File: config.mk
export PLATFORM = sky130hd
export DESIGN_NAME = branch_ctrl
export DESIGN_NICKNAME = d
export VERILOG_FILES = /design/src/rtl/branch_ctrl.sv
export SDC_FILE = /design/constraint.sdc
export NUM_CORES = 1
export LEC_CHECK = 0
export ABC_AREA = 1
export CAP_MARGIN = 25
export CORE_MARGIN = 3
export CORE_UTILIZATION = 50
export DETAILED_ROUTE_END_ITERATION = 8
export PLACE_DENSITY_LB_ADDON = 0.25
export SETUP_SLACK_MARGIN = 0.1
export SLEW_MARGIN = 20
export SYNTH_ARGS = -nofsm -noshare
export SYNTH_HDL_FRONTEND = slang
export SYNTH_SLANG_ARGS = --single-unit
File: constraint.sdc
create_clock -name clk_i -period 14.4 [get_ports clk_i]
set_clock_uncertainty 0.05 [all_clocks]
set_input_delay 2.88 -clock clk_i [delete_from_list [all_inputs] [get_ports clk_i]]
set_output_delay 2.88 -clock clk_i [all_outputs]
set_load 0.01 [all_outputs]
File: src/rtl/branch_ctrl.sv
// ============================================================================
// Module      : branch_ctrl
// Description : Decode-stage branch resolution sequencer. It holds ID until the
//               branch operands are ready, then resolves the branch on latched
//               values and sends a one-cycle redirect to fetch.
//               Optional feature macro: BRANCH_STATS_EN (branch statistics).
// Revision    : 1.0 - initial release
// ============================================================================
`default_nettype none

module branch_ctrl #(
    parameter int MAX_WAIT   = 3,
    parameter int DELAY_SLOT = 1
) (
    input  logic        clk_i,
    input  logic        reset_i,
    input  logic        br_valid_i,
    input  logic [3:0]  btype_i,
    input  logic [31:0] rs_data_i,
    input  logic [31:0] rt_data_i,
    input  logic        rs_ready_i,
    input  logic        rt_ready_i,
    input  logic [31:0] pc_plus4_i,
    input  logic [15:0] imm16_i,
    output logic        stall_o,
    output logic        redirect_o,
    output logic [31:0] redirect_pc_o,
    output logic        flush_if_o,
    output logic        br_done_o,
    output logic        hazard_timeout_o
`ifdef BRANCH_STATS_EN
    ,
    output logic [15:0] br_total_o,
    output logic [15:0] br_taken_o
`endif
);

    localparam logic [1:0] S_IDLE    = 2'd0;
    localparam logic [1:0] S_WAIT    = 2'd1;
    localparam logic [1:0] S_RESOLVE = 2'd2;
    localparam logic [1:0] S_DONE    = 2'd3;

    localparam logic [3:0] C_MAX_WAIT = 4'(MAX_WAIT);
    localparam logic       C_FLUSH_EN = (DELAY_SLOT == 0);

    logic [1:0]  state_q, state_d;
    logic [3:0]  wait_cnt_q, wait_cnt_d;
    logic        hto_q, hto_d;

    logic [31:0] rs_q, rt_q;
    logic [3:0]  btype_q;
    logic [31:0] target_q;

    logic        redirect_q;
    logic [31:0] redirect_pc_q;
    logic        flush_if_q;
    logic        br_done_q;

    logic        w_ready;
    logic        w_latch;
    logic        w_resolve;
    logic        w_taken;
    logic [31:0] w_target;

    // Single-operand branches (btype 2..5) never wait on rt.
    assign w_ready   = rs_ready_i & (rt_ready_i | (btype_i >= 4'd2));
    assign w_target  = pc_plus4_i + {{14{imm16_i[15]}}, imm16_i, 2'b00};
    assign w_resolve = (state_q == S_RESOLVE);
    assign w_latch   = (state_d == S_RESOLVE);

    always_comb begin
        state_d    = state_q;
        wait_cnt_d = wait_cnt_q;
        hto_d      = hto_q;
        case (state_q)
            S_IDLE: begin
                if (br_valid_i) begin
                    if (w_ready) begin
                        state_d = S_RESOLVE;
                    end else begin
                        state_d    = S_WAIT;
                        wait_cnt_d = 4'd0;
                    end
                end
            end
            S_WAIT: begin
                if (!br_valid_i) begin
                    state_d = S_IDLE;
                end else if (w_ready) begin
                    state_d = S_RESOLVE;
                end else begin
                    if (wait_cnt_q != 4'hF) begin
                        wait_cnt_d = wait_cnt_q + 4'd1;
                    end
                    if (wait_cnt_d >= C_MAX_WAIT) begin
                        hto_d = 1'b1;
                    end
                end
            end
            S_RESOLVE: begin
                state_d = S_DONE;
            end
            default: begin
                state_d = S_IDLE;
            end
        endcase
    end

    always_comb begin
        w_taken = 1'b0;
        case (btype_q)
            4'd0:    w_taken = (rs_q == rt_q);
            4'd1:    w_taken = (rs_q != rt_q);
            4'd2:    w_taken = rs_q[31] | (rs_q == 32'd0);
            4'd3:    w_taken = ~rs_q[31] & (rs_q != 32'd0);
            4'd4:    w_taken = rs_q[31];
            4'd5:    w_taken = ~rs_q[31];
            default: w_taken = 1'b0;
        endcase
    end

    always_ff @(posedge clk_i or posedge reset_i) begin
        if (reset_i) begin
            state_q       <= S_IDLE;
            wait_cnt_q    <= 4'd0;
            hto_q         <= 1'b0;
            rs_q          <= 32'd0;
            rt_q          <= 32'd0;
            btype_q       <= 4'd0;
            target_q      <= 32'd0;
            redirect_q    <= 1'b0;
            redirect_pc_q <= 32'd0;
            flush_if_q    <= 1'b0;
            br_done_q     <= 1'b0;
        end else begin
            state_q    <= state_d;
            wait_cnt_q <= wait_cnt_d;
            hto_q      <= hto_d;
            // Operands are captured once; later data changes cannot alter the result.
            if (w_latch) begin
                rs_q     <= rs_data_i;
                rt_q     <= rt_data_i;
                btype_q  <= btype_i;
                target_q <= w_target;
            end
            redirect_q    <= w_resolve & w_taken;
            redirect_pc_q <= (w_resolve & w_taken) ? target_q : 32'd0;
            flush_if_q    <= w_resolve & w_taken & C_FLUSH_EN;
            br_done_q     <= w_resolve;
        end
    end

`ifdef BRANCH_STATS_EN
    logic [15:0] br_total_q;
    logic [15:0] br_taken_q;

    always_ff @(posedge clk_i or posedge reset_i) begin
        if (reset_i) begin
            br_total_q <= 16'd0;
            br_taken_q <= 16'd0;
        end else if (w_resolve) begin
            if (br_total_q != 16'hFFFF) begin
                br_total_q <= br_total_q + 16'd1;
            end
            if (w_taken && (br_taken_q != 16'hFFFF)) begin
                br_taken_q <= br_taken_q + 16'd1;
            end
        end
    end

    assign br_total_o = br_total_q;
    assign br_taken_o = br_taken_q;
`else
    // Statistics counters are absent in this build.
`endif

    assign stall_o          = ((state_q == S_IDLE) & br_valid_i) | (state_q == S_WAIT) | w_resolve;
    assign redirect_o       = redirect_q;
    assign redirect_pc_o    = redirect_pc_q;
    assign flush_if_o       = flush_if_q;
    assign br_done_o        = br_done_q;
    assign hazard_timeout_o = hto_q;

endmodule

`default_nettype wire

==> qor.log <==
[run_status] run status completed
[run] number of maximum-capacitance violations 0
[critical_path] nature of the critical path startpoint input pin
[placed_design] gpl congestion 0.8906
[route] detailed router's first-iteration violation count 380
[route] average wire per standard cell 13.39 µm
[global_route] maximum number of pins on one net before global-route repair 92
[timing] RSZ-0062 raised after global routing false
[clocking] number of clock buffers inserted by TritonCTS 17
[cells_and_area] Filler Cells Inserted 1,259
[logic_synthesis] summed instance area of the synthesized netlist 7599 µm²
[route] count of TritonRoute iterations in the first routing pass 7
[critical_path] critical path required time 11.47 ns
[logic_synthesis] Synth Register Bits 141
[timing] fmax 0.1413 GHz
[route] DRC violation count after routing 0
[placed_design] buffers added on ports 156
[worst_hold_path] class of the worst hold path flip-flop to flip-flop
[critical_path] maximum fanout count along the critical path 3
[placed_design] post-detailed-placement half-perimeter wirelength 13,180 µm
[route] number of vias after detailed routing 6,766
[logic_synthesis] sequential element share of the synthesized area 46.44%
[logic_synthesis] net count after synthesis 1,161
[logic_synthesis] multiplexer area fraction after synthesis 0%
[clocking] clock latency on the worst-skew pair 0.41 ns
[floorplan] width of the die 129.3 µm
[logic_synthesis] Yosys warning total 0
[critical_path] number of buffers and inverters on the critical path 2
[clocking] CTS clk-pin slew, worst paths 0.05 ns
[timing] post-route worst setup slack 7.325 ns
[clocking] H-tree level count 4
[cells_and_area] share of final-layout standard cells stronger than drive strength 1 3.830%
[timing] endpoints failing hold 0
[pwr] Worst IR Drop VDD 0.00008948 V
[timing] total of endpoints with negative setup slack in the final report 0
[route] average via count per standard cell 4.979
[logic_synthesis] area fraction in compound gates after synthesis 8.661%
[cells_and_area] most frequent standard cell in the layout excluding fill and tap cells sky130_fd_sc_hd__nand2_1
[global_route] number of antenna violations at the first check in global routing 0
[pwr] total power draw 1.528 mW
[critical_path] Most common cell on crit path sky130_fd_sc_hd__clkdlybuf4s50_1
[logic_synthesis] most common flop cell mapped by yosys sky130_fd_sc_hd__dfrtp_1
[floorplan] Initial Util 51.69%
[timing] Worst slew margin 38.37%
[floorplan] Top Ports 158
[critical_path] arrival time at the worst endpoint 4.15 ns
[timing] share of the cycle needed by the critical path after routing 49.13%
[critical_path] largest delay contributor family on the critical path buffers and inverters
[cells_and_area] diode insertion count for antenna repair 0
[timing] sum of negative setup slack 0 ns
[logic_synthesis] gate count of the mapped netlist 1,009
[clocking] Clock Path Buffers 2
[placed_design] count of placed standard cells including taps 1,327
[critical_path] max incr delay on CP 0.54 ns
[timing] Slew @ Worst Pin 0.9222 ns
[critical_path] nature of the critical path endpoint primary output
[timing] fin. max-slew vios 0
[cells_and_area] most used cells in the layout excluding fill and tap cells sky130_fd_sc_hd__nand2_1, sky130_fd_sc_hd__clkdlybuf4s50_1, sky130_fd_sc_hd__dfrtp_1
[floorplan] Die Y 129.3 µm
[pwr] PwrDens 155.5 nW/µm²
[global_route] number of global-route vias before repair 6,364
[clocking] number of gates resized after cts 0
[logic_synthesis] Post-Synthesis Mean Instance Area 7.531 µm²
[global_route] wire length of the first global-routing pass 29,170 µm
[critical_path] kind of critical path input pin to primary output
[logic_synthesis] dominant combinational cell family by area after synthesis simple AND/OR/NAND/NOR gates
[clocking] CTS root buffer sky130_fd_sc_hd__clkbuf_16
[floorplan] core area 14,700 µm²
[route] total detailed-routing wirelength 18,200 µm
[clocking] clock tree from TritonCTS yes
[clocking] setup repair bufs after CTS 0
[critical_path] cell-by-cell trace of the critical path clkdlybuf4s50_1 -> nand2_1 -> nand3b_1 -> clkdlybuf4s50_1
[floorplan] area of the die 16,710 µm²
[logic_synthesis] proportion of synthesized flip-flops having asynchronous set or reset 100.0%
[placed_design] worst setup slack before clock tree synthesis 7.325 ns
[route] number of nets still failing antenna checks after routing 0
[logic_synthesis] XOR/XNOR share of the synthesized area 3.343%
[logic_synthesis] number of synthesized flops with an enable pin 0
[critical_path] Slowest-stage cell, CP sky130_fd_sc_hd__clkdlybuf4s50_1
[floorplan] row cnt 44
[clocking] Clock Sinks 141
[clocking] quantity of hold-fixing buffers added after cts 0
[timing] final critical delay including setup and external delays 7.075 ns
[logic_synthesis] Netlist cell types 33
[global_route] GRT Residual Overflow 0
[logic_synthesis] simple-gate share of the synthesized area 29.57%
[pwr] leakage component of the power 4.802 nW
[logic_synthesis] arithmetic-cell share of the synthesized area counting full adders, half adders and majority gates 5.203%
[cells_and_area] number of nets in the layout 1,314
[cells_and_area] area growth from synthesis to layout 29.31%
[global_route] total routing resource utilization after global routing 22.19%
[cells_and_area] final cell count without fillers 1,359
-- cell usage after synthesis (7+ instances only) --
| cell | instances | area, µm² |
|---|---|---|
| sky130_fd_sc_hd__nand2_1 | 360 | 1351 |
| sky130_fd_sc_hd__dfrtp_1 | 141 | 3528 |
| sky130_fd_sc_hd__nor2_1 | 112 | 420.4 |
| sky130_fd_sc_hd__inv_1 | 98 | 367.9 |
| sky130_fd_sc_hd__o21ai_0 | 69 | 345.3 |
| sky130_fd_sc_hd__nand3_1 | 47 | 235.2 |
| sky130_fd_sc_hd__a21oi_1 | 43 | 215.2 |
| sky130_fd_sc_hd__ha_1 | 30 | 375.4 |
| sky130_fd_sc_hd__xnor2_1 | 27 | 236.5 |
| sky130_fd_sc_hd__clkbuf_1 | 11 | 41.29 |
| sky130_fd_sc_hd__buf_2 | 10 | 50.05 |
| sky130_fd_sc_hd__nand4_1 | 9 | 56.30 |
| sky130_fd_sc_hd__nor3_1 | 8 | 40.04 |
| sky130_fd_sc_hd__nand3b_1 | 7 | 52.55 |
-- layout make-up --
class / count / area (µm²) / area share, %
Clock inverter: 7 / 37.54 / 0.3820
Tap cell: 184 / 230.2 / 2.343
Clock buffer: 25 / 495.5 / 5.043
Sequential cell: 141 / 3528 / 35.91
Timing Repair Buffer: 159 / 1584 / 16.12
Inverter: 101 / 384.1 / 3.909
Multi-Input combinational cell: 742 / 3566 / 36.29
-- stage by stage --
stage                     hold slack (ns)  cell area [µm²]  utilization [%]
after floorplan                    0.3850             7599                -
after global placement             0.4090             9293            63.22
after detailed placement           0.4129             9293            63.22
after CTS                          0.4248             9826            66.85
after global routing               0.4434             9826            66.85
final                              0.4183             9826            66.85
-- logic make-up (layout without fill, tap and decap cells) --
| family | after synthesis | in the layout |
|---|---|---|
| xor gates and xnor gates | 29 | 29 |
| DFF | 141 | 141 |
| AOI/OAI and AO/OA | 124 | 124 |
| adders and majority gates | 31 | 31 |
| buffers and inverters | 126 | 292 |
| and+or+nand+nor | 557 | 557 |
| other | 1 | 1 |
-- layer usage --
metal | share of wire, % | routed length [µm] | GRT usage (%) | vias to the layer above
met5 | 0 | 0 | 0 | -
met1 | 43 | 7908 | 27.49 | 3067
met4 | 2.0 | 371 | 7.474 | 0
met3 | 5.5 | 1007 | 5.359 | 22
li1 | - | - | - | 3493
met2 | 49 | 8914 | 38.17 | 184
-- worst paths after layout --
path / from / end / slack [ns] / cells after the start
worst max-delay path: br_valid_i / stall_o / 7.32 / 4
max in group asynchronous: reset_i / wait_cnt_q[2] / 10.11 / 3
worst max register to register: state_q[1] / rs_q[17] / 11.87 / 6
worst min-delay path: hazard_timeout_o / hazard_timeout_o / 0.42 / 1
min in group asynchronous: reset_i / rt_q[29] / 2.87 / 2
worst min register to register: hazard_timeout_o / hazard_timeout_o / 0.42 / 1
-- flip-flops by register name, indices dropped and copies added (netlist names) --
name              flops
state_q               2
redirect_o            1
br_done_o             1
hazard_timeout_o      1
target_q             32
wait_cnt_q            4
btype_q               4
rt_q                 32
rs_q                 32
redirect_pc_o        32
-- where the power goes --
group	internal, mW	total [mW]	switching, mW
Clock	0.236	0.394	0.157
Combinational	0.220	0.496	0.276
Sequential	0.547	0.638	0.0914
Total	1.00	1.53	0.525
Note: power is estimated with default switching activity, not from simulation.
